File: config.mk
export PLATFORM = sky130hd
export DESIGN_NAME = sim_run_ctrl_flat
export DESIGN_NICKNAME = d
export VERILOG_FILES = /design/src/rtl/sim_run_ctrl_if.sv /design/src/rtl/sim_run_ctrl.sv /design/src/flat_wrapper.sv
export SDC_FILE = /design/constraint.sdc
export NUM_CORES = 1
export LEC_CHECK = 0
export CORE_UTILIZATION = 56
export CTS_CLUSTER_SIZE = 16
export DETAILED_ROUTE_END_ITERATION = 7
export PLACE_DENSITY_LB_ADDON = 0.3
export SKIP_CTS_REPAIR_TIMING = 1
export SYNTH_ARGS = -nofsm -noshare
export SYNTH_HDL_FRONTEND = slang
export SYNTH_SLANG_ARGS = --single-unit
File: constraint.sdc
create_clock -name i_clk -period 8.4 [get_ports i_clk]
set_input_delay 1.68 -clock i_clk [delete_from_list [all_inputs] [get_ports i_clk]]
set_output_delay 1.68 -clock i_clk [all_outputs]
set_load 0.03 [all_outputs]
File: src/rtl/sim_run_ctrl_if.sv
// Run-control bundle between sim_run_ctrl and the simulation top.
// The master drives stop/event requests; the slave (the sequencer) returns the DUT reset, run window and statistics.
interface sim_run_ctrl_if #(
  parameter int CNT_W = 32,
  parameter int EVT_W = 64
);
  logic             stop_i;
  logic             event_i;
  logic             dut_reset_n;
  logic             run_o;
  logic             done_o;
  logic             timeout_o;
  logic [1:0]       state_o;
  logic [CNT_W-1:0] cycle_cnt_o;
  logic [EVT_W-1:0] event_cnt_o;

  modport master (
    output stop_i, event_i,
    input  dut_reset_n, run_o, done_o, timeout_o, state_o, cycle_cnt_o, event_cnt_o
  );

  modport slave (
    input  stop_i, event_i,
    output dut_reset_n, run_o, done_o, timeout_o, state_o, cycle_cnt_o, event_cnt_o
  );
endinterface

File: src/rtl/sim_run_ctrl.sv
// Simulation run sequencer: HOLD (DUT reset) -> RUN -> DRAIN -> DONE, with saturating cycle/event counters.
// Optional idle timeout (RUN -> DONE with no events) is built when SIM_RUN_CTRL_IDLE_TIMEOUT_EN is defined.
module sim_run_ctrl #(
  parameter int RESET_CYCLES = 11,
  parameter int RUN_CYCLES   = 60,
  parameter int DRAIN_CYCLES = 4,
  parameter int CNT_W        = 32,
  parameter int EVT_W        = 64,
  parameter int IDLE_TIMEOUT = 32
) (
  input  logic           i_clk,
  input  logic           reset,
  sim_run_ctrl_if.slave  bus
);

  typedef enum logic [1:0] {
    HOLD  = 2'd0,
    RUN   = 2'd1,
    DRAIN = 2'd2,
    DONE  = 2'd3
  } state_t;

  localparam int HOLD_W  = $clog2(RESET_CYCLES + 1);
  localparam int DRAIN_W = $clog2(DRAIN_CYCLES + 1);

  localparam logic [HOLD_W-1:0]  HOLD_LAST   = HOLD_W'(RESET_CYCLES - 1);
  localparam logic [DRAIN_W-1:0] DRAIN_LAST  = DRAIN_W'(DRAIN_CYCLES - 1);
  localparam logic [CNT_W-1:0]   RUN_LAST    = CNT_W'(RUN_CYCLES - 1);
  localparam bit                 RUN_LIMITED = (RUN_CYCLES != 0);

  state_t             state_q,     state_d;
  logic [HOLD_W-1:0]  hold_cnt_q,  hold_cnt_d;
  logic [DRAIN_W-1:0] drain_cnt_q, drain_cnt_d;
  logic [CNT_W-1:0]   cycle_cnt_q, cycle_cnt_d;
  logic [EVT_W-1:0]   event_cnt_q, event_cnt_d;
  logic               dut_rstn_q,  dut_rstn_d;
  logic               run_q,       run_d;
  logic               done_q,      done_d;
  logic               run_exit;

`ifdef SIM_RUN_CTRL_IDLE_TIMEOUT_EN
  localparam int IDLE_W = $clog2(IDLE_TIMEOUT + 1);
  localparam logic [IDLE_W-1:0] IDLE_LAST = IDLE_W'(IDLE_TIMEOUT - 1);

  logic [IDLE_W-1:0] idle_cnt_q, idle_cnt_d;
  logic              timeout_q,  timeout_d;
`endif

  // Budget exit compares the pre-increment count so the exiting cycle is still counted.
  assign run_exit = bus.stop_i || (RUN_LIMITED && (cycle_cnt_q == RUN_LAST));

  always_comb begin
    state_d     = state_q;
    hold_cnt_d  = hold_cnt_q;
    drain_cnt_d = drain_cnt_q;
    cycle_cnt_d = cycle_cnt_q;
    event_cnt_d = event_cnt_q;
    dut_rstn_d  = dut_rstn_q;
    run_d       = run_q;
    done_d      = done_q;
`ifdef SIM_RUN_CTRL_IDLE_TIMEOUT_EN
    idle_cnt_d  = idle_cnt_q;
    timeout_d   = timeout_q;
`endif

    case (state_q)
      HOLD: begin
        hold_cnt_d = hold_cnt_q + HOLD_W'(1);
        if (hold_cnt_q == HOLD_LAST) begin
          state_d    = RUN;
          dut_rstn_d = 1'b1;
          run_d      = 1'b1;
`ifdef SIM_RUN_CTRL_IDLE_TIMEOUT_EN
          idle_cnt_d = '0;
`endif
        end
      end

      RUN: begin
        if (cycle_cnt_q != {CNT_W{1'b1}}) begin
          cycle_cnt_d = cycle_cnt_q + CNT_W'(1);
        end
        if (bus.event_i && (event_cnt_q != {EVT_W{1'b1}})) begin
          event_cnt_d = event_cnt_q + EVT_W'(1);
        end
`ifdef SIM_RUN_CTRL_IDLE_TIMEOUT_EN
        idle_cnt_d = bus.event_i ? '0 : idle_cnt_q + IDLE_W'(1);
`endif
        if (run_exit) begin
          state_d = DRAIN;
          run_d   = 1'b0;
`ifdef SIM_RUN_CTRL_IDLE_TIMEOUT_EN
        end else if (!bus.event_i && (idle_cnt_q == IDLE_LAST)) begin
          // Idle timeout skips DRAIN; a simultaneous stop or budget exit takes priority above.
          state_d   = DONE;
          run_d     = 1'b0;
          done_d    = 1'b1;
          timeout_d = 1'b1;
`endif
        end
      end

      DRAIN: begin
        if (bus.event_i && (event_cnt_q != {EVT_W{1'b1}})) begin
          event_cnt_d = event_cnt_q + EVT_W'(1);
        end
        drain_cnt_d = drain_cnt_q + DRAIN_W'(1);
        if (drain_cnt_q == DRAIN_LAST) begin
          state_d = DONE;
          done_d  = 1'b1;
        end
      end

      default: begin
      end
    endcase
  end

  always_ff @(posedge i_clk or posedge reset) begin
    if (reset) begin
      state_q     <= HOLD;
      hold_cnt_q  <= '0;
      drain_cnt_q <= '0;
      cycle_cnt_q <= '0;
      event_cnt_q <= '0;
      dut_rstn_q  <= 1'b0;
      run_q       <= 1'b0;
      done_q      <= 1'b0;
`ifdef SIM_RUN_CTRL_IDLE_TIMEOUT_EN
      idle_cnt_q  <= '0;
      timeout_q   <= 1'b0;
`endif
    end else begin
      state_q     <= state_d;
      hold_cnt_q  <= hold_cnt_d;
      drain_cnt_q <= drain_cnt_d;
      cycle_cnt_q <= cycle_cnt_d;
      event_cnt_q <= event_cnt_d;
      dut_rstn_q  <= dut_rstn_d;
      run_q       <= run_d;
      done_q      <= done_d;
`ifdef SIM_RUN_CTRL_IDLE_TIMEOUT_EN
      idle_cnt_q  <= idle_cnt_d;
      timeout_q   <= timeout_d;
`endif
    end
  end

  assign bus.dut_reset_n = dut_rstn_q;
  assign bus.run_o       = run_q;
  assign bus.done_o      = done_q;
  assign bus.state_o     = state_q;
  assign bus.cycle_cnt_o = cycle_cnt_q;
  assign bus.event_cnt_o = event_cnt_q;
`ifdef SIM_RUN_CTRL_IDLE_TIMEOUT_EN
  assign bus.timeout_o   = timeout_q;
`else
  assign bus.timeout_o   = 1'b0;
`endif

endmodule

File: src/flat_wrapper.sv
// flat-port wrapper written by rule: the top's interface ports become plain ports
module sim_run_ctrl_flat 
#(
  parameter int RESET_CYCLES = 11,
  parameter int RUN_CYCLES   = 60,
  parameter int DRAIN_CYCLES = 4,
  parameter int CNT_W        = 32,
  parameter int EVT_W        = 64,
  parameter int IDLE_TIMEOUT = 32
)
  (i_clk, reset, bus_stop_i, bus_event_i, bus_dut_reset_n, bus_run_o, bus_done_o, bus_timeout_o, bus_state_o, bus_cycle_cnt_o, bus_event_cnt_o);
  sim_run_ctrl_if #(.CNT_W(CNT_W), .EVT_W(EVT_W)) bus_i ();
  input  logic i_clk;
  input  logic reset;
  input wire logic [$bits(bus_i.stop_i)-1:0] bus_stop_i;
  input wire logic [$bits(bus_i.event_i)-1:0] bus_event_i;
  output wire logic [$bits(bus_i.dut_reset_n)-1:0] bus_dut_reset_n;
  output wire logic [$bits(bus_i.run_o)-1:0] bus_run_o;
  output wire logic [$bits(bus_i.done_o)-1:0] bus_done_o;
  output wire logic [$bits(bus_i.timeout_o)-1:0] bus_timeout_o;
  output wire logic [$bits(bus_i.state_o)-1:0] bus_state_o;
  output wire logic [$bits(bus_i.cycle_cnt_o)-1:0] bus_cycle_cnt_o;
  output wire logic [$bits(bus_i.event_cnt_o)-1:0] bus_event_cnt_o;
  assign bus_i.stop_i = bus_stop_i;
  assign bus_i.event_i = bus_event_i;
  assign bus_dut_reset_n = bus_i.dut_reset_n;
  assign bus_run_o = bus_i.run_o;
  assign bus_done_o = bus_i.done_o;
  assign bus_timeout_o = bus_i.timeout_o;
  assign bus_state_o = bus_i.state_o;
  assign bus_cycle_cnt_o = bus_i.cycle_cnt_o;
  assign bus_event_cnt_o = bus_i.event_cnt_o;
  sim_run_ctrl #(.RESET_CYCLES(RESET_CYCLES), .RUN_CYCLES(RUN_CYCLES), .DRAIN_CYCLES(DRAIN_CYCLES), .CNT_W(CNT_W), .EVT_W(EVT_W), .IDLE_TIMEOUT(IDLE_TIMEOUT)) u_core (.i_clk(i_clk), .reset(reset), .bus(bus_i));
endmodule
# After elaboration in Yosys (flattened, before gate mapping)
# Index checks and enable logic that the tools add are counted.
classes:
  n_addsub: 4
  eq_ne: 10
  n_mux: 7
  n_reduce_logical: 12
op_table:
  columns: ["cell", "count"]
  rows:
  - ["adder 64 x 1 -> 64 bit, second input constant", 1]
  - ["!= test 64 bit, second input constant", 1]
  - ["adder 32 x 1 -> 32 bit, second input constant", 1]
  - ["equality test 32 x 6 -> 1 bit, second input constant", 1]
  - ["!= test 32 bit, second input constant", 1]
  - ["AND reduction 2 bit", 4]
  - ["two-way mux 2 bit", 3]
  - ["!= test 2 x 1 -> 1 bit, second input constant", 3]
  - ["one-hot mux 2 bit (3 select lines)", 1]
  - ["adder 4 x 1 -> 4 bit, second input constant", 1]
  - ["equality test 4 bit, second input constant", 1]
  - ["AND reduction 4 bit", 1]
  - ["adder 3 x 1 -> 3 bit, second input constant", 1]
  - ["equality test 3 x 2 -> 1 bit, second input constant", 1]
  - ["AND reduction 3 bit", 1]
  - ["nonzero test 3 bit", 1]
  - ["equality test 2 x 1 -> 1 bit, second input constant", 1]
  - ["equality test 2 bit, second input constant", 1]
  - ["zero test 2 bit", 1]
  - ["two-way mux 1 bit", 2]
  - ["one-hot mux 1 bit (2 select lines)", 1]
  - ["nonzero test 2 bit", 1]
  - ["OR reduction 2 bit", 1]
  - ["logical AND 1 bit", 1]
  - ["logical OR 1 bit", 1]
totals:
  reg_bits: 108
  inputBits: 4
  out_inout_bits: 102
  wordCells: 41

# Logic depth before layout (Yosys ltp)
depth:
  ltp_word: 4
  ltp_mapped: 9
  depth_no_buf: 7

# Worst setup path after synthesis
# Ideal clock, no wire load.
synth_path:
  kind: "input-to-reg"
  from: "in bus_event_i"
  to: "reg u_core.event_cnt_q[52] (netlist: u_core.bus.event_cnt_o[52])"
  setup_time_ns: 0.081
  arrival_time_ns: 3.006
  t_required_ns: 8.319
  path_slack_ns: 5.313
  path_stages: 6
  n_path_buf: 1
  cell_sequence: "and2_1 > clkbuf_1 > nand4_1 > a211oi_2 > and4_1 > xor2_1"
synth_via:
  elab_chain_len: 2
synth_lines:
  columns: ["item", "line_no", "text"]
  rows:
  - ["start: declaration", "flat_wrapper.sv:16", "input wire logic [$bits(bus_i.event_i)-1:0] bus_event_i;"]
  - ["logical AND 1 bit", "sim_run_ctrl.sv:83, sim_run_ctrl.sv:104", null]
  - ["AND reduction 2 bit (no source line)", null, null]
  - ["end signal: assignment", "sim_run_ctrl.sv:138", "event_cnt_q <= event_cnt_d;"]
  - ["end: declaration", "sim_run_ctrl.sv:35", "logic [EVT_W-1:0] event_cnt_q, event_cnt_d;"]
# No other way between the ends.
# A chain may end at the register's enable or synchronous reset.

# Worst setup path after layout
layout_path:
  from: "in bus_event_i"
  to: "reg u_core.event_cnt_q[62] (netlist: u_core.bus.event_cnt_o[62])"
# Same word-level chain as after synthesis.

==> flow_metrics.py <==
metrics = {
    "timing": {
        "worst_pin_slew_ns": 1.026,
        "setup_tns_ns": 0,
        "hold_viol": 0,
        "hold_ws_ns": 0.4636,
        "fin_crit_sh": 0.4361,
        "rsz0062_at_grt": "no",
        "slew_headroom": 0.3110,
        "maxSlewViolCount": 0,
        "clock.fmax_mhz": 273.0,
        "setup_viol": 0,
        "fin_crit_ns": 3.664,
        "finalClockSkew_ns": 0.01293,
    },
    "place": {
        "portBuffers": 104,
        "dp_hpwl_mm": 8.843,
        "place_congestion": 0.8828,
    },
    "power": {
        "pwr_density_cell_nw_per_um2": 203.2,
        "ir_drop_v": 0.0001712,
        "power_leakage_nw": 2.958,
        "power.total_mw": 1.360,
    },
    "setup_path": {
        "r2r_end": "u_core.bus.event_cnt_o[1]",
        "critPathCaptureType": "register",
        "critical_path_peak_fanout": 10,
        "cp_data_required_time_ns": 8.68,
        "rr_worst_depth": 7,
        "crit_family": "simple AND/OR/NAND/NOR gates",
        "worst_ep_arrival_time_ns": 3.95,
        "worst-path-buf-inv": 1,
        "crit_slowest_cell": "a211oi_2",
        "worstSetupPathType": "in2reg",
        "r2r_start": "u_core.bus.event_cnt_o[0]",
        "worstSetupStartpointType": "input pin",
        "cp_cell_sequence": "clkdlybuf4s50_1 > and2_1 > nand4_1 > a211oi_2 > and3_1 > xor2_1",
        "cpPeakStageDelay_ns": 0.67,
        "rrSetupSlack_ns": 5.12,
    },
    "grt": {
        "grt_pass1_vias": 4108,
        "grt_remaining_overflow": 0,
        "grt.total_usage": 0.2629,
        "grt_max_degree": 61,
        "antenna_found_initial": 0,
        "grt_pass1_wl_mm": 20.64,
    },
    "synthesis": {
        "synth_cell_types": 42,
        "synth_edf_count": 0,
        "synth_nets": 523,
        "ys.warnings.count": 0,
        "synth_flop_cell": "dfrtp_1",
        "synth_top_cell_by_area": "dfrtp_1",
        "yosysTopAreaCellShare": 0.5059,
        "netlist_instances": 508,
        "ys_ff_latch": 108,
        "syn_area_um2": 5343,
        "synth.avg_cell_area_um2": 10.52,
        "synthArstFlopShare": 1.000,
        "yosysSeqAreaShare": 0.5059,
        "synth_area_leaders": "dfrtp_1 (51%), xor2_1 (8.2%), xnor2_1 (7.7%)",
    },
    "route": {
        "drt_iter0_drc": 206,
        "drtPass1Iterations": 4,
        "wl_mm": 12.48,
        "drt-wirelength-per-cell_um": 16.73,
        "num_vias": 4290,
        "drc": 0,
        "drtAntennaViolNets": 0,
        "avgViaCountPerCell": 5.751,
    },
    "layout": {
        "final_common_cell": "dfrtp_1",
        "area.growth.synth_to_final_pct": 25.27,
        "final_cell_mix": "dfrtp_1 (108), clkdlybuf4s50_1 (104), xor2_1 (50)",
        "fin_nets": 628,
        "drive_gt1_frac": 0.05024,
        "n_fill_cell": 673,
        "antennaDiodeCount": 0,
    },
    "floorplanning": {
        "fp.dieH_um": 99.68,
        "start_util": 0.5782,
        "die-area_um2": 9935,
        "core_area_um2": 9240,
        "die_w_um": 99.68,
        "pin_count": 106,
        "num_rows": 35,
    },
    "flow_run": {
        "cap_viol_max_count": 0,
    },
    "status": {
        "outcome": "completed",
    },
    "clocking": {
        "clk_path_buf_depth": 2,
        "clkLatencyLatePin_ns": 0.37,
        "cts_made_buffers": 9,
        "clkSlewWorstSetupHoldPaths_ns": 0.09,
        "ctsRootBufferMaster": "clkbuf_8",
        "cts.sinks": 108,
        "htree_num_levels": 3,
        "cts_tree": "yes",
    },
    "hold_path": {
        "hold_path_class": "reg2reg",
        "hold_start": "u_core.bus.dut_reset_n",
        "holdPathStages": 1,
        "min_to": "u_core.bus.dut_reset_n",
    },
}
## stage by stage
step                      utilization  setup WS, ns  cell area (µm²)  std cells
after CTS                      0.7243         4.796             6693        746
final                          0.7243         4.736             6693        746
after detailed placement       0.7036         4.427             6501        731
after global routing           0.7243         4.617             6693        746
after floorplan                     -         3.874             5343        508
after global placement         0.7036         4.543             6501        731
## how the worst max path moves through the flow
stage	end	slack, ns	cells past startpoint	start
after floorplan	u_core.bus.cycle_cnt_o[0]	3.87	1	reset
after global placement	u_core.bus.event_cnt_o[52]	4.54	6	bus_event_i
after detailed placement	u_core.bus.event_cnt_o[62]	4.43	6	bus_event_i
after CTS	u_core.bus.event_cnt_o[62]	4.80	6	bus_event_i
after global routing	u_core.bus.event_cnt_o[52]	4.62	6	bus_event_i
final	u_core.bus.event_cnt_o[62]	4.74	6	bus_event_i
## per-layer routing
layer / global-route usage / wire length [µm] / vias to the layer above
li1: - / - / 2017
met1: 0.3668 / 5562 / 2119
met2: 0.4313 / 6200 / 145
met3: 0.03373 / 632 / 9
met4: 0.07919 / 87 / 0
met5: 0 / 0 / -
## cell usage after synthesis, drive strengths merged (4+ instances only)
cell type  instances
nor3              21
clkbuf             8
or2                4
mux2               4
nand2             40
ha                11
xor2              50
xnor2             47
nand4             40
nor4              26
and2               6
nand3             39
dfrtp            108
and3              19
inv               14
and4              13
nor2              29
## final cells by class
class                           count  area, µm²  share of cell area
Clock buffer                       12      145.1             0.02169
Timing Repair Buffer              105       1049              0.1567
Tap cell                          129      161.4             0.02412
Clock inverter                      3      46.29            0.006917
Multi-Input combinational cell    375       2534              0.3786
Sequential cell                   108       2703              0.4038
Inverter                           14      55.05            0.008226
## logic make-up after synthesis
kind of cell,share of synthesized area
mux,0.01218
other cells,0.0007019
fa+ha+maj,0.02576
simple gates,0.2536
buf+inv,0.01991
flops,0.5059
compound gates,0.02295
xor+xnor,0.1590
## sequential cells by signal, summed over array words and instances, names as in the netlist
name and count:
u_core.bus.run_o 1, u_core.bus.done_o 1, u_core.hold_cnt_q 4, u_core.bus.dut_reset_n 1
u_core.bus.cycle_cnt_o 32, u_core.bus.state_o 2, u_core.drain_cnt_q 3, u_core.bus.event_cnt_o 64
## power breakdown
group | internal (mW) | switching (mW) | leakage [nW]
logic | 0.159 | 0.232 | 1.43
registers | 0.579 | 0.0713 | 1.44
clock network | 0.146 | 0.172 | 0.0931
total | 0.885 | 0.475 | 2.96
(Power assumes the default switching activity.)
